--- src/rtl/pipeline_hazard_controller_pkg.sv ---
package pipeline_hazard_controller_pkg;

  // RUN: normal decode; WAIT: fetch outstanding; WAIT_FLUSH: fetch outstanding with a flush owed
  typedef enum logic [1:0] {
    ST_RUN        = 2'd0,
    ST_WAIT       = 2'd1,
    ST_WAIT_FLUSH = 2'd2
  } hazard_state_t;

endpackage

--- src/rtl/pipeline_hazard_controller_sat_counter.sv ---
module sat_counter #(
  parameter int unsigned W = 16
) (
  input  logic         clock,
  input  logic         reset_n,
  input  logic         inc,
  output logic [W-1:0] count
);

  always_ff @(posedge clock or negedge reset_n) begin
    if (!reset_n) begin
      count <= '0;
    end else if (inc && (count != '1)) begin
      count <= count + W'(1);
    end
  end

endmodule

--- src/rtl/pipeline_hazard_controller.sv ---
module pipeline_hazard_controller
  import pipeline_hazard_controller_pkg::*;
#(
  parameter int unsigned REG_ADDR_W = 5,
  parameter int unsigned CNT_W      = 16
) (
  input  logic                  clock,
  input  logic                  reset_n,
  input  logic [REG_ADDR_W-1:0] id_rs1,
  input  logic [REG_ADDR_W-1:0] id_rs2,
  input  logic [REG_ADDR_W-1:0] id_ex_rd,
  input  logic                  id_ex_mem_read,
  input  logic                  branch_taken,
  input  logic                  imem_ready,
  output logic                  pc_load,
  output logic                  if_id_load,
  output logic                  if_flush,
  output logic                  id_ex_bubble,
  output logic [CNT_W-1:0]      stall_count,
  output logic [CNT_W-1:0]      flush_count
);

  hazard_state_t state, state_next;
  logic          load_use;
  logic          flush_req;

  assign load_use = id_ex_mem_read && (id_ex_rd != '0) &&
                    ((id_ex_rd == id_rs1) || (id_ex_rd == id_rs2));

  // WAIT and RUN share one decode once the fetch returns, so only a pending
  // flush distinguishes the states in the output logic.
  assign flush_req = (state == ST_WAIT_FLUSH) || branch_taken;

  always_ff @(posedge clock or negedge reset_n) begin
    if (!reset_n) begin
      state <= ST_RUN;
    end else begin
      state <= state_next;
    end
  end

  always_comb begin
    state_next = ST_RUN;
    if (!imem_ready) begin
      state_next = flush_req ? ST_WAIT_FLUSH : ST_WAIT;
    end
  end

  always_comb begin
    pc_load      = 1'b0;
    if_id_load   = 1'b0;
    if_flush     = 1'b0;
    id_ex_bubble = 1'b1;
    if (!reset_n) begin
      pc_load = 1'b0;
    end else if (flush_req && imem_ready) begin
      pc_load  = 1'b1;
      if_flush = 1'b1;
    end else if (!imem_ready || load_use) begin
      pc_load = 1'b0;
    end else begin
      pc_load      = 1'b1;
      if_id_load   = 1'b1;
      id_ex_bubble = 1'b0;
    end
  end

  sat_counter #(.W(CNT_W)) u_stall_cnt (
    .clock   (clock),
    .reset_n (reset_n),
    .inc     (!pc_load && !if_flush),
    .count   (stall_count)
  );

  sat_counter #(.W(CNT_W)) u_flush_cnt (
    .clock   (clock),
    .reset_n (reset_n),
    .inc     (if_flush),
    .count   (flush_count)
  );

endmodule

--- config.mk ---
export PLATFORM = sky130hd
export DESIGN_NAME = pipeline_hazard_controller
export DESIGN_NICKNAME = d
export VERILOG_FILES = /design/src/rtl/pipeline_hazard_controller_pkg.sv /design/src/rtl/pipeline_hazard_controller_sat_counter.sv /design/src/rtl/pipeline_hazard_controller.sv
export SDC_FILE = /design/constraint.sdc
export NUM_CORES = 1
export LEC_CHECK = 0
export BUFFER_PORTS_ARGS = -buffer_cell sky130_fd_sc_hd__buf_2
export CAP_MARGIN = 20
export CORE_ASPECT_RATIO = 1.25
export CORE_UTILIZATION = 45
export CTS_CLUSTER_DIAMETER = 60
export DETAILED_ROUTE_END_ITERATION = 7
export PLACE_DENSITY = 0.78
export SLEW_MARGIN = 40
export SYNTH_ARGS = -nofsm -noshare
export SYNTH_HDL_FRONTEND = slang
export SYNTH_SLANG_ARGS = --single-unit
--- constraint.sdc ---
create_clock -name clock -period 3.8 [get_ports clock]
set_input_delay 0.57 -clock clock [delete_from_list [all_inputs] [get_ports clock]]
set_output_delay 0.57 -clock clock [all_outputs]
set_load 0.05 [all_outputs]
* After elaboration in Yosys (flattened, before gate mapping)
Index checks and enable logic that the tools add are counted.
Cells by class: add/sub/neg operators 2, reductions and logical operators 13, multiplexer cells 12, eq/ne operators 5
Operators by type and width (count):
- $add 16x1->16 const B | 2
- $ne 16x16->1 const B | 2
- $eq 5x5->1 | 2
- $mux 1 | 10
- $logic_and 1x1->1 | 6
- $reduce_bool 5->1 | 1
- $mux 2 | 2
- $logic_not 1->1 | 3
- $logic_or 1x1->1 | 3
- $eq 2x2->1 const B | 1
Storage, ports and cells: output and inout port bits 36, logic and storage cells 35, input bits 20, register bits 34

* Logic depth before layout (Yosys ltp)
Gate-level depths: netlist of the first run.
word-level depth 10, depth in mapped cells 8, gate-level depth less buffers 7

* Cells and area by module
Synthesis of the first run repeated with hierarchy kept, for this count alone.
Unflattened totals: cell total of the unflattened synthesis 174, area, all modules 1955.6 sq um
By module, submodules not included:
- sat_counter | sequential area each 400.4 sq um, cells each 72, instances 2, area an instance 859.6 sq um
- pipeline_hazard_controller | sequential area each 50.0 sq um, cells each 30, instances 1, area an instance 236.5 sq um

* Worst setup path after synthesis of the first run
No wires, ideal clock.
kind input port to output port, from in id_ex_rd[1], to out id_ex_bubble, path buffers 0, data required time 3230 ps, cell stages on the path 5, arrival time 3623 ps, setup slack -393 ps, cells stage by stage or4_1 o21ai_1 nor2_1 nor4_1 inv_1
Between the ends: cells in the longest elaborated chain, start to end 7, elaborated cells between the ends (all ways) 10, classes of those cells 2 x eq/ne; 3 x mux; 5 x reduce/logical
Ends and longest elaborated chain:
- from (decl) | line pipeline_hazard_controller.sv:11 | input logic [REG_ADDR_W-1:0] id_ex_rd,
- $eq 5x5->1 / $reduce_bool 5->1 (equally long branches) | line pipeline_hazard_controller.sv:28, pipeline_hazard_controller.sv:27
- $logic_or 1x1->1 / $logic_and 1x1->1 (equally long branches) | line pipeline_hazard_controller.sv:28, pipeline_hazard_controller.sv:27
- $logic_and 1x1->1 * | line pipeline_hazard_controller.sv:27 | assign load_use = id_ex_mem_read && (id_ex_rd != '0) &&
- $logic_or 1x1->1 * | line pipeline_hazard_controller.sv:59 | end else if (!imem_ready || load_use) begin
- $mux 1 * | line pipeline_hazard_controller.sv:59
- $mux 1 * | line pipeline_hazard_controller.sv:56 | end else if (flush_req && imem_ready) begin
- $mux 1 * | line pipeline_hazard_controller.sv:54 | if (!reset_n) begin
- to (decl) | line pipeline_hazard_controller.sv:18 | output logic id_ex_bubble,
Mark *: on every way between the ends. The rest lies on a longest branch, timed or not.

* Worst setup path in the final report of the first run
from in id_ex_rd[1], to out if_id_load
Between the ends: cells in the longest elaborated chain, start to end 7, elaborated cells between the ends (all ways) 10, classes of those cells 2 x eq/ne; 3 x mux; 5 x reduce/logical
Ends and longest elaborated chain:
- $eq 5x5->1 / $reduce_bool 5->1 (equally long branches) | line pipeline_hazard_controller.sv:28, pipeline_hazard_controller.sv:27
- $logic_or 1x1->1 / $logic_and 1x1->1 (equally long branches) | line pipeline_hazard_controller.sv:28, pipeline_hazard_controller.sv:27
- $logic_and 1x1->1 * | line pipeline_hazard_controller.sv:27
- $logic_or 1x1->1 * | line pipeline_hazard_controller.sv:59
- $mux 1 * | line pipeline_hazard_controller.sv:59
- $mux 1 * | line pipeline_hazard_controller.sv:56
- $mux 1 * | line pipeline_hazard_controller.sv:54
- to (decl) | line pipeline_hazard_controller.sv:16 | output logic if_id_load,
Marked as above.

==> summary.txt, run 1 <==
Run status
  – Status: finished, violations left
  – Failing checks: design-rule violations

Power and ir drop
  – Total leakage power: 1.04 nW
  – Power, Total: 1.28 mW
  – VDD IR max: 0.000497 V
  – Cell Pwr Density: 597 nW/um2

Global routing
  – Overall Global Routing Usage: 18.6%
  – Total grt overflow: 0
  – Number of antenna violations at the first check in global routing: 0
  – Vias in the first global route: 1328
  – First-pass GRT wire length: 5.84 mm
  – Largest net degree at the start of global routing: 33

Yosys
  – Average cell area after synthesis: 10.6 um2
  – Cell with the most instances after synthesis: dfrtp_1
  – Simple-gate share of the synthesized area: 22.2%
  – Post-synthesis mux area share: 1.30%
  – Post-Synth XOR/XNOR Area: 19.7%
  – Commonest cells in the synthesized netlist: dfrtp_1 (34), xnor2_1 (23), nor2_1 (17)
  – Largest family of logic cells by synthesized area: simple AND/OR/NAND/NOR gates
  – Top_reg_cell synth: dfrtp_1
  – Flops & latches, synth: 34
  – Cell area after synthesis: 1730 um2
  – YS warnings: 0
  – Top-area cell type share of the netlist area: 49.2%
  – Seq/Total Area, Yosys: 49.2%
  – Syn Nets: 186
  – Synth unique cells: 28
  – Area leader, netlist: dfrtp_1
  – Largest cells by area after synthesis: dfrtp_1 (49%), xnor2_1 (12%), xor2_1 (8.1%), nand4_1 (5.4%), nor2_1 (3.7%)
  – EDFF count, synth: 0
  – Gate Count Post-Synth: 164
  – Post-synthesis compound-gate area fraction: 4.41%
  – Synth Area in Adders: 1.45%
  – Post-synth ARST share: 100%

Cells and area
  – Fill count: 300
  – Post-route cell area: 2150 um2
  – Area Overhead vs Synth: 24.2%
  – N_diodes: 0
  – Share of cells above drive strength 1: 30.0%
  – Nets@finish: 248
  – Non-Filler Instances: 266

Placed design
  – DP Wirelength: 2.56 mm
  – Area of placed instances: 2060 um2
  – Gpl congestion: 0.769
  – Input/output buffers: 55
  – Placed Cells: 258

CTS
  – Cts repair resizes: 0
  – CTS tree: built
  – Clk buf depth: 2
  – Hold-fix buffers, CTS: 0
  – Root buf cell: clkbuf_8
  – Clock-pin slew on the worst setup and hold paths: 70 ps
  – Postcts setup bufs: 0
  – CTS Buf Count: 5
  – # H-tree levels: 2
  – Clk Latency, worst-skew pair: 290 ps
  – # clock sinks: 34

Setup path
  – Data required time of the critical path: 3230 ps
  – Startpoint Class: input pin
  – FF-to-FF path depth: 7
  – R2R Setup Slk: 1490 ps
  – Worst setup EP type: output port
  – RR Startpoint: u_stall_cnt.count[0]$_DFFE_PN0P_
  – Worst setup path startpoint: id_ex_rd[1]
  – Crit path max fanout: 3
  – Crit path kind: input pin to output port
  – Crit path DAT: 2060 ps
  – FF-to-FF End: u_stall_cnt.count[12]$_DFFE_PN0P_

Routing
  – Final wirelength: 3.44 mm
  – Antenna viol nets, final: 0
  – Initial DRC Count: 41
  – Vias/cell: 5.30
  – DR WL/cell: 12.9 um
  – TritonRoute pass-1 iters: 6
  – Drc violations: 6
  – Vias: 1409

Timing
  – Final Hold Viols: 0
  – Max Transition Viols Final: 0
  – Post-layout minimum cycle time: 2630 ps
  – Unrepaired setup endpoints after global routing: no
  – TNS Setup: 0 ps
  – Hold Slack: 79.2 ps
  – Worst slew margin: 57.1%
  – Finish-stage setup viols: 0
  – Worst slew pin tran: 643 ps
  – Layout Skew: 4.90 ps
  – Final worst-path cycle share: 69.2%
  – FMAX: 0.380 GHz

Flow run
  – Max Cap Violations: 0

Floorplanning
  – FP Rows: 24
  – Die footprint: 4100 um2
  – Die boundary height: 71.3 um
  – Die width: 57.5 um
  – Core area: 3570 um2
  – Initial core utilization: 48.4%
  – I/O pin count: 56

Hold path
  – Hold Path Class: input pin to async pin
-- where the power goes --
group,total (mW),internal (mW),switching (mW)
combinational,0.487,0.134,0.352
sequential,0.520,0.432,0.0875
clock,0.276,0.146,0.130
total,1.28,0.712,0.570
-- critical path, cell delays in order --
cell     delay, ps
buf_2          120
or4_1          510
o21ai_1        250
nor2_1         100
nor4_2         190
buf_2          310
-- cells by family (layout without fill, tap and decap cells) --
kind of cell / after synthesis / count (layout)
compound gates: 9 / 9
xor+xnor: 39 / 39
fa+ha+maj: 2 / 2
buf+inv: 6 / 69
flops: 34 / 34
mux: 2 / 2
simple gates: 72 / 72
-- layer usage --
layer	GRT usage, %	vias to the layer above	part of all wire [%]
met5	0	-	0
met4	8.40	0	1.7
met3	5.78	6	7.4
met2	28.3	53	45
met1	24.4	663	46
li1	-	687	-
-- layout make-up --
type	instances	area (um2)	area share, %
well taps	39	48.8	2.27
clock buffers	7	86.3	4.02
flip-flops and latches	34	851	39.6
repair buffers	56	283	13.2
multi-input cells	124	856	39.8
inverters	5	18.8	0.874
clock inverters	1	5.00	0.233
-- worst max-delay path by stage --
stage,depth (start not counted),slack [ps],endpoint
3_5_place_dp,6,1150,if_id_load
5_1_grt,6,1050,if_id_load
4_1_cts,6,1150,if_id_load
6_report,6,1170,if_id_load
2_1_floorplan,5,390,id_ex_bubble
3_3_place_gp,6,1180,if_id_load
-- through the flow --
stage | setup WS (ps) | util [%]
after floorplan | 389 | -
after detailed placement | 1150 | 57.6
after CTS | 1150 | 60.1
after global routing | 1050 | 60.1
after global placement | 1180 | 57.6
final | 1170 | 60.1
-- sequential cells by signal, indices dropped and copies added, names as in the netlist --
| register | flops |
|---|---|
| state | 2 |
| u_stall_cnt.count | 16 |
| u_flush_cnt.count | 16 |
-- cell usage in the layout (no fill, tap or decap) --
cell / instances
o32ai_4: 1
clkinv_2: 1
ha_1: 2
xor2_1: 16
buf_2: 55
nor4_1: 2
a21oi_1: 3
buf_4: 1
or4_1: 1
o21ai_0: 1
nor2_1: 17
clkbuf_1: 1
nand4_1: 15
nand3_1: 7
nor4b_2: 1
and3_1: 3
inv_1: 5
nor3_1: 3
and2_1: 1
nand2_1: 16
o21a_1: 1
nor4_2: 1
o21ai_1: 1
nor2b_1: 1
clkbuf_8: 6
dfrtp_1: 34
nor3_2: 1
o31a_1: 1
nor4_4: 1
a22oi_1: 1
nand2b_1: 2
xnor2_1: 23
mux2_1: 2
(Power assumes the default switching activity.)
==> run 2: changes to the inputs <==
--- a/config.mk
+++ b/config.mk
@@ -11,7 +11,7 @@
 export CORE_UTILIZATION = 45
 export CTS_CLUSTER_DIAMETER = 60
 export DETAILED_ROUTE_END_ITERATION = 7
-export PLACE_DENSITY = 0.78
+export PLACE_DENSITY = 0.81
 export SLEW_MARGIN = 40
 export SYNTH_ARGS = -nofsm -noshare
 export SYNTH_HDL_FRONTEND = slang
==> constraint.sdc (replaced) <==
create_clock -name clock -period 2.2 [get_ports clock]
set_input_delay 0.33 -clock clock [delete_from_list [all_inputs] [get_ports clock]]
set_output_delay 0.33 -clock clock [all_outputs]
set_load 0.05 [all_outputs]
==> run 2 against run 1 <==
Non-clock buffer count grew 7. Core utilization grew 2.8 points. Critical endpoint unchanged. Cell area grew 4.6%. Worst hold slack gained 160 ps. Cell count grew 2.3%. Sequential share of layout area shrank 1.6 points. Largest cell class unchanged. First-iteration DRC count shrank 34%. Setup slack lost 1100 ps. Die area is the same. The run still ends with design-rule violations left. Total power grew 73%.
==> summary.txt, run 2 (synthesized netlist as in run 1, its figures left out) <==
Timing
  – Layout Skew: 5.95 ps (was 4.90 ps)
  – Post-layout minimum cycle time: 2140 ps
  – Final worst-path cycle share: 97.1%
  – Hold Slack: 243 ps (was 79.2 ps)
  – Final Hold Viols: 0 (unchanged)
  – Max Transition Viols Final: 0 (unchanged)
  – Unrepaired setup endpoints after global routing: no (unchanged)
  – Worst slew pin tran: 486 ps (was 643 ps)
  – Setup ws final: 63.5 ps (was 1170 ps)
  – Finish-stage setup viols: 0 (unchanged)
  – Worst slew margin: 67.3% (was 57.1%)
  – FMAX: 0.468 GHz

Setup path
  – R2R Setup Slk: 170 ps (was 1490 ps)
  – Crit path max fanout: 3 (unchanged)
  – FF-to-FF path depth: 7 (unchanged)
  – Data required time of the critical path: 1870 ps (was 3230 ps)
  – Crit path DAT: 1810 ps (was 2060 ps)
  – FF-to-FF End: u_stall_cnt.count[1]$_DFFE_PN0P_ (was u_stall_cnt.count[12]$_DFFE_PN0P_)
  – RR Startpoint: u_stall_cnt.count[0]$_DFFE_PN0P_ (unchanged)
  – Crit path kind: input pin to output port (unchanged)
  – Startpoint Class: input pin (unchanged)
  – Worst setup EP type: output port (unchanged)

Power and ir drop
  – Switch share: 43.9% (was 44.5%)
  – Total leakage power: 1.08 nW (was 1.04 nW)
  – Pint: 1.24 mW (was 712 uW)
  – Comb pwr share: 39.1% (was 37.9%)
  – Seq pwr share: 40.4% (was 40.5%)
  – VDD IR max: 0.000884 V (was 0.000497 V)
  – Power, Total: 2.22 mW (was 1.28 mW)
  – Clock share of power: 20.5% (was 21.6%)
  – Switching pwr: 974 uW (was 570 uW)
  – Cell Pwr Density: 987 nW/um2 (was 597 nW/um2)

Floorplanning
  – Die footprint: 4100 um2 (unchanged)
  – FP Rows: 24 (unchanged)
  – I/O pin count: 56 (unchanged)
  – Die boundary height: 71.3 um (unchanged)
  – Initial core utilization: 48.4% (unchanged)
  – Core area: 3570 um2 (unchanged)
  – Die width: 57.5 um (unchanged)

Hold path
  – HP Start: imem_ready
  – Hold endpoint: state[1]$_DFF_PN0_
  – Hold Path Class: input pin to flop (was input pin to async pin)
  – Hold Path Stages: 2

Routing
  – Vias/cell: 5.24 (was 5.30)
  – Drc violations: 5 (was 6)
  – Vias: 1424 (was 1409)
  – TritonRoute pass-1 iters: 6 (unchanged)
  – DR WL/cell: 13.2 um (was 12.9 um)
  – Final wirelength: 3.59 mm (was 3.44 mm)
  – Initial DRC Count: 27 (was 41)
  – Antenna viol nets, final: 0 (unchanged)

CTS
  – Clk Latency, worst-skew pair: 280 ps (was 290 ps)
  – # H-tree levels: 2 (unchanged)
  – Clk buf depth: 2 (unchanged)
  – CTS Buf Count: 5 (unchanged)
  – CTS tree: built (unchanged)
  – Clock-pin slew on the worst setup and hold paths: 60 ps (was 70 ps)
  – # clock sinks: 34 (unchanged)
  – Root buf cell: clkbuf_8 (unchanged)

Placed design
  – Input/output buffers: 55 (unchanged)
  – Pre-CTS WS: -9.24 ps (was 1150 ps)
  – DP Wirelength: 2.75 mm (was 2.56 mm)
  – Gpl congestion: 0.800 (was 0.769)

Run status
  – Failing checks: design-rule violations (unchanged)
  – Status: finished, violations left (unchanged)

Flow run
  – Max Cap Violations: 0 (unchanged)

Cells and area
  – Largest regs: u_flush_cnt.count x16, u_stall_cnt.count x16, state x2 (unchanged)
  – Nets@finish: 255 (was 248)
  – Share of cells above drive strength 1: 34.3% (was 30.0%)
  – Area Overhead vs Synth: 29.9% (was 24.2%)
  – Final core utilization: 62.9% (was 60.1%)
  – N_diodes: 0 (unchanged)
  – Commonest cells after routing, fill and taps aside: buf_2 (54), dfrtp_1 (32), xnor2_1 (23) (was buf_2 (55), dfrtp_1 (34), xnor2_1 (23))
  – Fill count: 308 (was 300)
  – Leading cell type in the layout, fill and taps excluded: buf_2 (unchanged)

Global routing
  – Vias in the first global route: 1373 (was 1328)
  – Total grt overflow: 0 (unchanged)
  – Number of antenna violations at the first check in global routing: 0 (unchanged)
  – First-pass GRT wire length: 6.00 mm (was 5.84 mm)
  – Overall Global Routing Usage: 19.2% (was 18.6%)
  – Largest net degree at the start of global routing: 33 (unchanged)
[run 2: changes by cell type in the layout (fill, tap and decap cells not counted), sizes merged]
cell	previous run	this run
dlygate4sd3	0	1
clkinv	1	0
buf	56	62
[run 2: worst max-delay path by stage]
stage / start / to / slack (ps) / cells after the start
2_1_floorplan: id_ex_rd[1] / id_ex_bubble / -260 / 5
3_3_place_gp: id_ex_rd[1] / if_id_load / 20 / 6
3_5_place_dp: id_ex_rd[1] / if_id_load / -9 / 6
4_1_cts: id_ex_rd[1] / if_id_load / 40 / 6
5_1_grt: id_ex_rd[1] / if_id_load / 20 / 6
6_report: id_ex_rd[1] / if_id_load / 60 / 6
[run 2: stage by stage]
stage / TNS, ps / instance area, um2 / std cells
final: 0 / 2250 / 272
after global routing: 0 / 2250 / 272
after CTS: 0 / 2240 / 272
after detailed placement: -9.24 / 2140 / 264
after global placement: 0 / 2140 / 264
after floorplan: -337 / 1770 / 164
[run 2: cell type report]
| class | instances | area, um2 | share of cell area [%] |
|---|---|---|---|
| Clock buffer | 7 | 86.3 | 3.84 |
| Multi-Input combinational cell | 124 | 887 | 39.5 |
| Sequential cell | 34 | 853 | 38.0 |
| Inverter | 5 | 18.8 | 0.835 |
| Tap cell | 39 | 48.8 | 2.17 |
| Timing Repair Buffer | 63 | 353 | 15.7 |
[run 2: what timing repair did]
action,in CTS,in global routing
endpoints found under the setup margin,1,2
resized for setup,1,1
buffers inserted,0,0
endpoints found under the hold margin,2,0
hold buffers,1,0
[run 2: critical path, stage by stage]
cell and delay, ps:
buf_2 120, or4_4 550, o21ai_4 180, nor2_2 80, nor4_4 310, buf_4 250
[run 2: layer usage]
metal,GRT usage [%],routed length (um)
met2,33.1,1820
met3,5.60,230
met4,7.86,57
met1,22.2,1480
met5,0,0
[run 2: power groups by stage]
stage	sequential (mW)	combinational, mW	clock [mW]
floorplan	1.30	0.242	0
global placement	0.905	0.853	0
detailed placement	0.911	0.872	0
CTS	0.899	0.877	0.468
global route	0.922	0.928	0.495
finish	0.897	0.867	0.454
